## config.mk

```make
export PLATFORM = sky130hd
export DESIGN_NAME = scaler_frame_ctrl
export DESIGN_NICKNAME = d
export VERILOG_FILES = /design/src/rtl/scaler_frame_ctrl.sv
export SDC_FILE = /design/constraint.sdc
export NUM_CORES = 1
export LEC_CHECK = 0
export CAP_MARGIN = 20
export CELL_PAD_IN_SITES_DETAIL_PLACEMENT = 1
export CELL_PAD_IN_SITES_GLOBAL_PLACEMENT = 1
export CORE_UTILIZATION = 45
export DETAILED_ROUTE_END_ITERATION = 12
export PLACE_DENSITY_LB_ADDON = 0.05
export SETUP_SLACK_MARGIN = 0.4
export SLEW_MARGIN = 20
export SYNTH_ARGS = -nofsm -noshare
export SYNTH_HDL_FRONTEND = slang
export SYNTH_SLANG_ARGS = --single-unit
export TNS_END_PERCENT = 30
```

## constraint.sdc

```tcl
create_clock -name clk -period 9.8 [get_ports clk]
set_input_delay 0.98 -clock clk [delete_from_list [all_inputs] [get_ports clk]]
set_output_delay 0.98 -clock clk [all_outputs]
set_load 0.01 [all_outputs]
```

## src/rtl/scaler_frame_ctrl.sv

```systemverilog
`default_nettype none
// ============================================================================
// Module   : scaler_frame_ctrl
// Brief    : Frame sequencer for the streamScaler datapath. Captures a frame
//            request, computes Q4.14 x/y scale factors with one shared
//            restoring divider, pulses scaler_start, paces next_dout and
//            counts delivered pixels to flag frame completion.
//            Optional feature macro: SCALER_CTRL_HBLANK_EN (enables
//            horizontal-blank gaps in next_dout pacing).
// Revision : 1.0 - initial release
// ============================================================================
module scaler_frame_ctrl #(
    parameter int RES_WIDTH    = 11,
    parameter int SCALE_WIDTH  = 18,
    parameter int HBLANK_WIDTH = 16
) (
    input  logic                    clk,
    input  logic                    rst_n,
    input  logic                    frame_req,
    input  logic                    abort,
    input  logic [RES_WIDTH-1:0]    cfg_in_x,
    input  logic [RES_WIDTH-1:0]    cfg_in_y,
    input  logic [RES_WIDTH-1:0]    cfg_out_x,
    input  logic [RES_WIDTH-1:0]    cfg_out_y,
    input  logic [HBLANK_WIDTH-1:0] cfg_hblank,
    input  logic                    dout_valid,
    output logic [RES_WIDTH-1:0]    in_x_res,
    output logic [RES_WIDTH-1:0]    in_y_res,
    output logic [RES_WIDTH-1:0]    out_x_res,
    output logic [RES_WIDTH-1:0]    out_y_res,
    output logic [SCALE_WIDTH-1:0]  x_scale,
    output logic [SCALE_WIDTH-1:0]  y_scale,
    output logic                    scaler_start,
    output logic                    next_dout,
    output logic                    busy,
    output logic                    frame_done,
    output logic                    cfg_err
);

    localparam int FRAC_BITS = 14;
    localparam int DIV_W     = RES_WIDTH + FRAC_BITS;
    localparam int ITER_W    = $clog2(DIV_W);
    localparam int PIX_W     = 2 * RES_WIDTH;

    localparam logic [ITER_W-1:0] ITER_LAST = ITER_W'(DIV_W - 1);
    localparam logic [ITER_W-1:0] ITER_ONE  = ITER_W'(1);
    localparam logic [PIX_W-1:0]  PIX_ONE   = PIX_W'(1);
    localparam logic [DIV_W-1:0]  DIV_ONE   = DIV_W'(1);

    typedef enum logic [2:0] {
        S_IDLE   = 3'd0,
        S_CALC_X = 3'd1,
        S_CALC_Y = 3'd2,
        S_START  = 3'd3,
        S_RUN    = 3'd4
    } state_t;

    state_t                  state_q;
    logic [RES_WIDTH-1:0]    in_x_q, in_y_q, out_x_q, out_y_q;
    logic [SCALE_WIDTH-1:0]  x_scale_q, y_scale_q;
    logic                    start_q, next_dout_q, done_q, err_q;

    // Divider state: dividend shifts out MSB-first, quotient shifts in LSB.
    // The quotient register keeps DIV_W-1 bits; the final bit comes from
    // the combinational step on the last iteration.
    logic [DIV_W-1:0]        dvd_q;
    logic [RES_WIDTH-1:0]    rem_q;
    logic [DIV_W-2:0]        quo_q;
    logic [ITER_W-1:0]       iter_q;
    logic [PIX_W-1:0]        pix_q;

    logic [RES_WIDTH-1:0]    div_sel_d;
    logic [RES_WIDTH:0]      rem_sh_d;
    logic                    ge_d;
    logic [RES_WIDTH-1:0]    rem_d;
    logic [DIV_W-1:0]        quo_d;
    logic [DIV_W-1:0]        quo_m1_d;
    logic [SCALE_WIDTH-1:0]  scale_d;
    logic [PIX_W-1:0]        pix_last_d;

    // One restoring-division step plus the floor-minus-one / saturate mapping.
    always_comb begin
        div_sel_d = (state_q == S_CALC_Y) ? out_y_q : out_x_q;
        rem_sh_d  = {rem_q, dvd_q[DIV_W-1]};
        ge_d      = (rem_sh_d >= {1'b0, div_sel_d});
        rem_d     = ge_d ? RES_WIDTH'(rem_sh_d - {1'b0, div_sel_d})
                         : rem_sh_d[RES_WIDTH-1:0];
        quo_d     = {quo_q, ge_d};
        quo_m1_d  = quo_d - DIV_ONE;
        if (quo_d == '0) begin
            scale_d = '0;
        end else if (|quo_m1_d[DIV_W-1:SCALE_WIDTH]) begin
            scale_d = '1;
        end else begin
            scale_d = quo_m1_d[SCALE_WIDTH-1:0];
        end
    end

    // Index of the last pixel of the frame; wraps correctly at 2048x2048.
    always_comb begin
        pix_last_d = (PIX_W'(out_x_q) + PIX_ONE) * (PIX_W'(out_y_q) + PIX_ONE) - PIX_ONE;
    end

`ifdef SCALER_CTRL_HBLANK_EN
    localparam int LINE_W = ((HBLANK_WIDTH > RES_WIDTH) ? HBLANK_WIDTH : RES_WIDTH) + 1;
    localparam logic [LINE_W-1:0] LINE_ONE = LINE_W'(1);

    logic [HBLANK_WIDTH-1:0] hblank_q;
    logic [LINE_W-1:0]       line_q;
    logic [LINE_W-1:0]       line_end_d;
    logic [LINE_W-1:0]       line_nx_d;
    logic                    pace_d;

    // Line-cycle counter: active for out_x+1 cycles, then hblank idle cycles.
    always_comb begin
        line_end_d = LINE_W'(out_x_q) + LINE_W'(hblank_q);
        line_nx_d  = (line_q == line_end_d) ? '0 : (line_q + LINE_ONE);
        pace_d     = (line_nx_d <= LINE_W'(out_x_q));
    end
`else
    logic unused_hblank;
    assign unused_hblank = ^cfg_hblank;
`endif

    // Frame sequencer: capture, two divisions, start pulse, paced run.
    always_ff @(posedge clk or negedge rst_n) begin
        if (!rst_n) begin
            state_q     <= S_IDLE;
            in_x_q      <= '0;
            in_y_q      <= '0;
            out_x_q     <= '0;
            out_y_q     <= '0;
            x_scale_q   <= '0;
            y_scale_q   <= '0;
            start_q     <= 1'b0;
            next_dout_q <= 1'b0;
            done_q      <= 1'b0;
            err_q       <= 1'b0;
            dvd_q       <= '0;
            rem_q       <= '0;
            quo_q       <= '0;
            iter_q      <= '0;
            pix_q       <= '0;
`ifdef SCALER_CTRL_HBLANK_EN
            hblank_q    <= '0;
            line_q      <= '0;
`endif
        end else begin
            start_q <= 1'b0;
            done_q  <= 1'b0;
            err_q   <= 1'b0;
            if (abort) begin
                state_q     <= S_IDLE;
                next_dout_q <= 1'b0;
                pix_q       <= '0;
                iter_q      <= '0;
`ifdef SCALER_CTRL_HBLANK_EN
                line_q      <= '0;
`endif
            end else begin
                case (state_q)
                    S_IDLE: begin
                        if (frame_req) begin
                            in_x_q  <= cfg_in_x;
                            in_y_q  <= cfg_in_y;
                            out_x_q <= cfg_out_x;
                            out_y_q <= cfg_out_y;
`ifdef SCALER_CTRL_HBLANK_EN
                            hblank_q <= cfg_hblank;
`endif
                            if ((cfg_out_x == '0) || (cfg_out_y == '0)) begin
                                err_q <= 1'b1;
                            end else begin
                                state_q <= S_CALC_X;
                                dvd_q   <= {cfg_in_x, {FRAC_BITS{1'b0}}};
                                rem_q   <= '0;
                                quo_q   <= '0;
                                iter_q  <= '0;
                            end
                        end
                    end
                    S_CALC_X, S_CALC_Y: begin
                        dvd_q  <= {dvd_q[DIV_W-2:0], 1'b0};
                        rem_q  <= rem_d;
                        quo_q  <= quo_d[DIV_W-2:0];
                        iter_q <= iter_q + ITER_ONE;
                        if (iter_q == ITER_LAST) begin
                            iter_q <= '0;
                            rem_q  <= '0;
                            quo_q  <= '0;
                            if (state_q == S_CALC_X) begin
                                x_scale_q <= scale_d;
                                dvd_q     <= {in_y_q, {FRAC_BITS{1'b0}}};
                                state_q   <= S_CALC_Y;
                            end else begin
                                y_scale_q <= scale_d;
                                start_q   <= 1'b1;
                                state_q   <= S_START;
                            end
                        end
                    end
                    S_START: begin
                        state_q     <= S_RUN;
                        next_dout_q <= 1'b1;
                        pix_q       <= '0;
`ifdef SCALER_CTRL_HBLANK_EN
                        line_q      <= '0;
`endif
                    end
                    S_RUN: begin
`ifdef SCALER_CTRL_HBLANK_EN
                        line_q      <= line_nx_d;
                        next_dout_q <= pace_d;
`else
                        next_dout_q <= 1'b1;
`endif
                        if (dout_valid) begin
                            if (pix_q == pix_last_d) begin
                                done_q      <= 1'b1;
                                state_q     <= S_IDLE;
                                next_dout_q <= 1'b0;
                                pix_q       <= '0;
`ifdef SCALER_CTRL_HBLANK_EN
                                line_q      <= '0;
`endif
                            end else begin
                                pix_q <= pix_q + PIX_ONE;
                            end
                        end
                    end
                    default: begin
                        state_q <= S_IDLE;
                    end
                endcase
            end
        end
    end

    assign in_x_res     = in_x_q;
    assign in_y_res     = in_y_q;
    assign out_x_res    = out_x_q;
    assign out_y_res    = out_y_q;
    assign x_scale      = x_scale_q;
    assign y_scale      = y_scale_q;
    assign scaler_start = start_q;
    assign next_dout    = next_dout_q;
    assign busy         = (state_q != S_IDLE);
    assign frame_done   = done_q;
    assign cfg_err      = err_q;

endmodule
`default_nettype wire

```

==> run_results.csv <==
group,metric,value,unit
floorplanning,start_util,46.20,%
clock_network,cts_root_buffer,"clkbuf_16",
clock_network,clk_latency,0.44,ns
detailed_routing,drc_errors,0,
floorplanning,die_width,174.4,µm
cells_and_area,multi_input_area,8675,µm²
sta,worst_hold_slack,0.4852,ns
clock_network,cts_resized,0,
sta,rsz0062_at_grt,"false",
setup_path,reg2reg_slack,1.24,ns
yosys,synth_edf_count,0,
yosys,synthesis.nets,1681,
clock_network,numClockSinks,160,
sta,period_share,87.37,%
outcome,status,"complete, no violations",
setup_path,r2r_cells,22,
clock_network,cts.path.max_buffers,2,
sta,slew_viol_final,0,
detailed_routing,drt-initial-drc-count,530,
clock_network,postCtsSetupBuffers,0,
grt,grt_pass1_wl,64940,µm
yosys,synthCells,1429,
cells_and_area,nets,1801,
yosys,synth_seq_cells,160,
place,dp.cells,1914,
job,drv_cap,0,
cells_and_area,final_common_cell,"nand2_1",
sta,fin_tns_setup,0,ns
yosys,ys.warnings.count,0,
sta,fin_crit,8.562,ns
grt,overflow,0,
yosys,synth-seq-area-share,29.95,%
yosys,synth_top_area_share,29.95,%
setup_path,critPathMaxFanout,11,
cells_and_area,seqCellArea,4004,µm²
floorplanning,core_area,28940,µm²
clock_network,cts-hold-fix-buffers,0,
yosys,synthesis.area,13370,µm²
clock_network,numCtsBuffers,17,
yosys,synth-main-ff-cell,"dfrtp_1",
detailed_routing,vias_per_cell,5.647,
cells_and_area,antennaDiodeCount,0,
yosys,synth_area_leaders,"dfrtp_1 30%, fa_1 16%, ha_1 7.3%",
sta,setup_viol,0,
detailed_routing,firstDrtPassIters,4,
sta,fmax,0.1168,GHz
detailed_routing,drtAntennaViolNets,0,
place,portBuffers,133,
setup_path,critPathKind,"flop to flop",
detailed_routing,drt-wirelength-per-cell,20.23,µm
clock_network,h-tree-depth,4,
place,gp_congestion,0.8756,
setup_path,critPathLaunchType,"flop",
setup_path,cp_data_arrival_time,8.86,ns
yosys,async_flop_share,100.0,%
grt,grt_max_degree,93,
setup_path,rr_endpoint,"pix_q[10]",
cells_and_area,area_growth,18.13,%
sta,fin_worst_skew,0.01478,ns
floorplanning,die-area,30400,µm²
clock_network,cts.clk_slew.worst_paths,0.07,ns
detailed_routing,via_count,10990,
yosys,synth_top_cell_by_area,"dfrtp_1",
setup_path,endpoint_kind,"flop",
floorplanning,pin_count,150,
cells_and_area,drive_above_1_share,8.003,%
setup_path,timing.rr.start,"out_y_res[3]",
worst_hold_path,min_path_type,"flop to flop",
cells_and_area,layout_common_cells,"187 x nand2_1, 160 x dfrtp_1, 132 x clkdlybuf4s50_1",
sta,max_slew_margin,31.71,%
sta,tightestPinTransition,1.021,ns
floorplanning,rows,62,
setup_path,required,10.09,ns
cells_and_area,fin_util,54.57,%
sta,final_hold_viol_count,0,
cells_and_area,nFillCells,3280,
setup_path,crit_end,"pix_q[10]",
grt,grt_pass1_vias,12070,
place,place_hpwl,30280,µm
grt,grt.total_usage,27.27,%
yosys,postSynthAreaPerCell,9.355,µm²
grt,antenna_found_initial,0,
clock_network,cts_tree,"done",
yosys,synth_cell_types,67,
floorplanning,die_y,174.4,µm
detailed_routing,routed_wl,39360,µm
cells_and_area,stdcell_count,1946,
setup_path,startpoint,"out_y_res[3]",
-- cell type report --
| cell class | count | share of cell area [%] |
|---|---|---|
| inverter | 126 | 2.995 |
| clock buffer | 18 | 2.781 |
| tap | 384 | 3.043 |
| multi-input combinational | 1084 | 54.93 |
| sequential | 160 | 25.35 |
| timing repair buffer | 160 | 9.722 |
| clock inverter | 14 | 1.173 |
-- metrics by stage --
stage	worst slack (ns)	area, µm²
2_1_floorplan	2.584	13370
3_3_place_gp	1.548	15160
3_5_place_dp	1.307	15160
4_1_cts	1.299	15790
5_1_grt	0.7218	15790
6_report	1.238	15790
-- Yosys cell counts, types with 3 or more instances --
library cell,n
o211ai_1,3
o21ai_0,81
dfrtp_1,160
nor2_1,79
or4_1,7
nor2b_1,22
nand2b_1,18
o31ai_1,4
nand2_1,188
xnor2_1,56
buf_1,3
xor2_1,38
inv_1,126
clkbuf_1,54
a22o_1,29
nand3b_1,3
a31oi_1,5
ha_1,78
and3_1,12
a2111oi_0,5
a21o_1,10
nand3_1,30
mux2_2,47
and4_1,9
o21a_1,5
a21oi_1,104
nand4_1,9
or3_1,11
a211oi_1,7
and2_1,15
mux2i_1,18
nor3_1,22
or2_2,8
nor4_1,13
fa_1,109
-- flip-flops by register name, summed over array words and instances, names as in the netlist, 3 cells and up --
register,flops
dvd_q,11
in_x_res,11
in_y_res,11
iter_q,5
out_x_res,11
out_y_res,11
pix_q,22
quo_q,24
rem_q,11
state_q,3
x_scale,18
y_scale,18
-- cells by family (layout without fill, tap and decap cells) --
family / after synthesis / count (layout) / share of synthesized area, %
XOR/XNOR: 97 / 97 / 6.571
AO/OA/AOI/OAI: 276 / 276 / 12.56
multiplexers: 65 / 65 / 5.307
AND/OR/NAND/NOR: 459 / 459 / 16.65
buffers and inverters: 185 / 318 / 5.335
flip-flops: 160 / 160 / 29.95
adder cells (fa/ha/maj): 187 / 187 / 23.62
-- critical path, cell delays in order (launching register included) --
cell	delay, ns
dfrtp_1	0.57
and3_1	0.28
and4_1	0.25
and4_1	0.26
xor2_1	0.69
nand2_1	0.18
fa_1	0.58
fa_1	0.44
fa_1	0.55
fa_1	0.53
fa_1	0.59
inv_1	0.06
ha_1	0.41
a21oi_1	0.57
nor2_1	0.11
a2111oi_0	0.54
o311ai_0	0.26
nor4_1	0.33
nand4_1	0.21
nor4_4	0.51
nand2b_1	0.20
buf_4	0.20
a21oi_1	0.09
-- worst min path at each step --
stage / startpoint / to / slack (ns) / cells after the start
global route: in_x_res[8] / in_x_res[8] / 0.53 / 1
CTS: dvd_q[22] / dvd_q[22] / 0.49 / 2
global placement: dvd_q[23] / dvd_q[23] / 0.46 / 2
finish: dvd_q[22] / dvd_q[22] / 0.49 / 2
detailed placement: dvd_q[22] / dvd_q[22] / 0.47 / 2
floorplan: dvd_q[14] / dvd_q[14] / 0.45 / 2
-- routing by layer --
metal  GRT usage (%)  vias to the layer above  wire (µm)
li1                -                     5077          -
met1           35.34                     5688      17230
met2           48.12                      179      20300
met3           2.843                       45        951
met4           7.712                        0        881
met5               0                        -          0
Power is left out: the tool's default activity adds up to more than one toggle a clock period on the data nets, which glitch-free logic cannot reach.
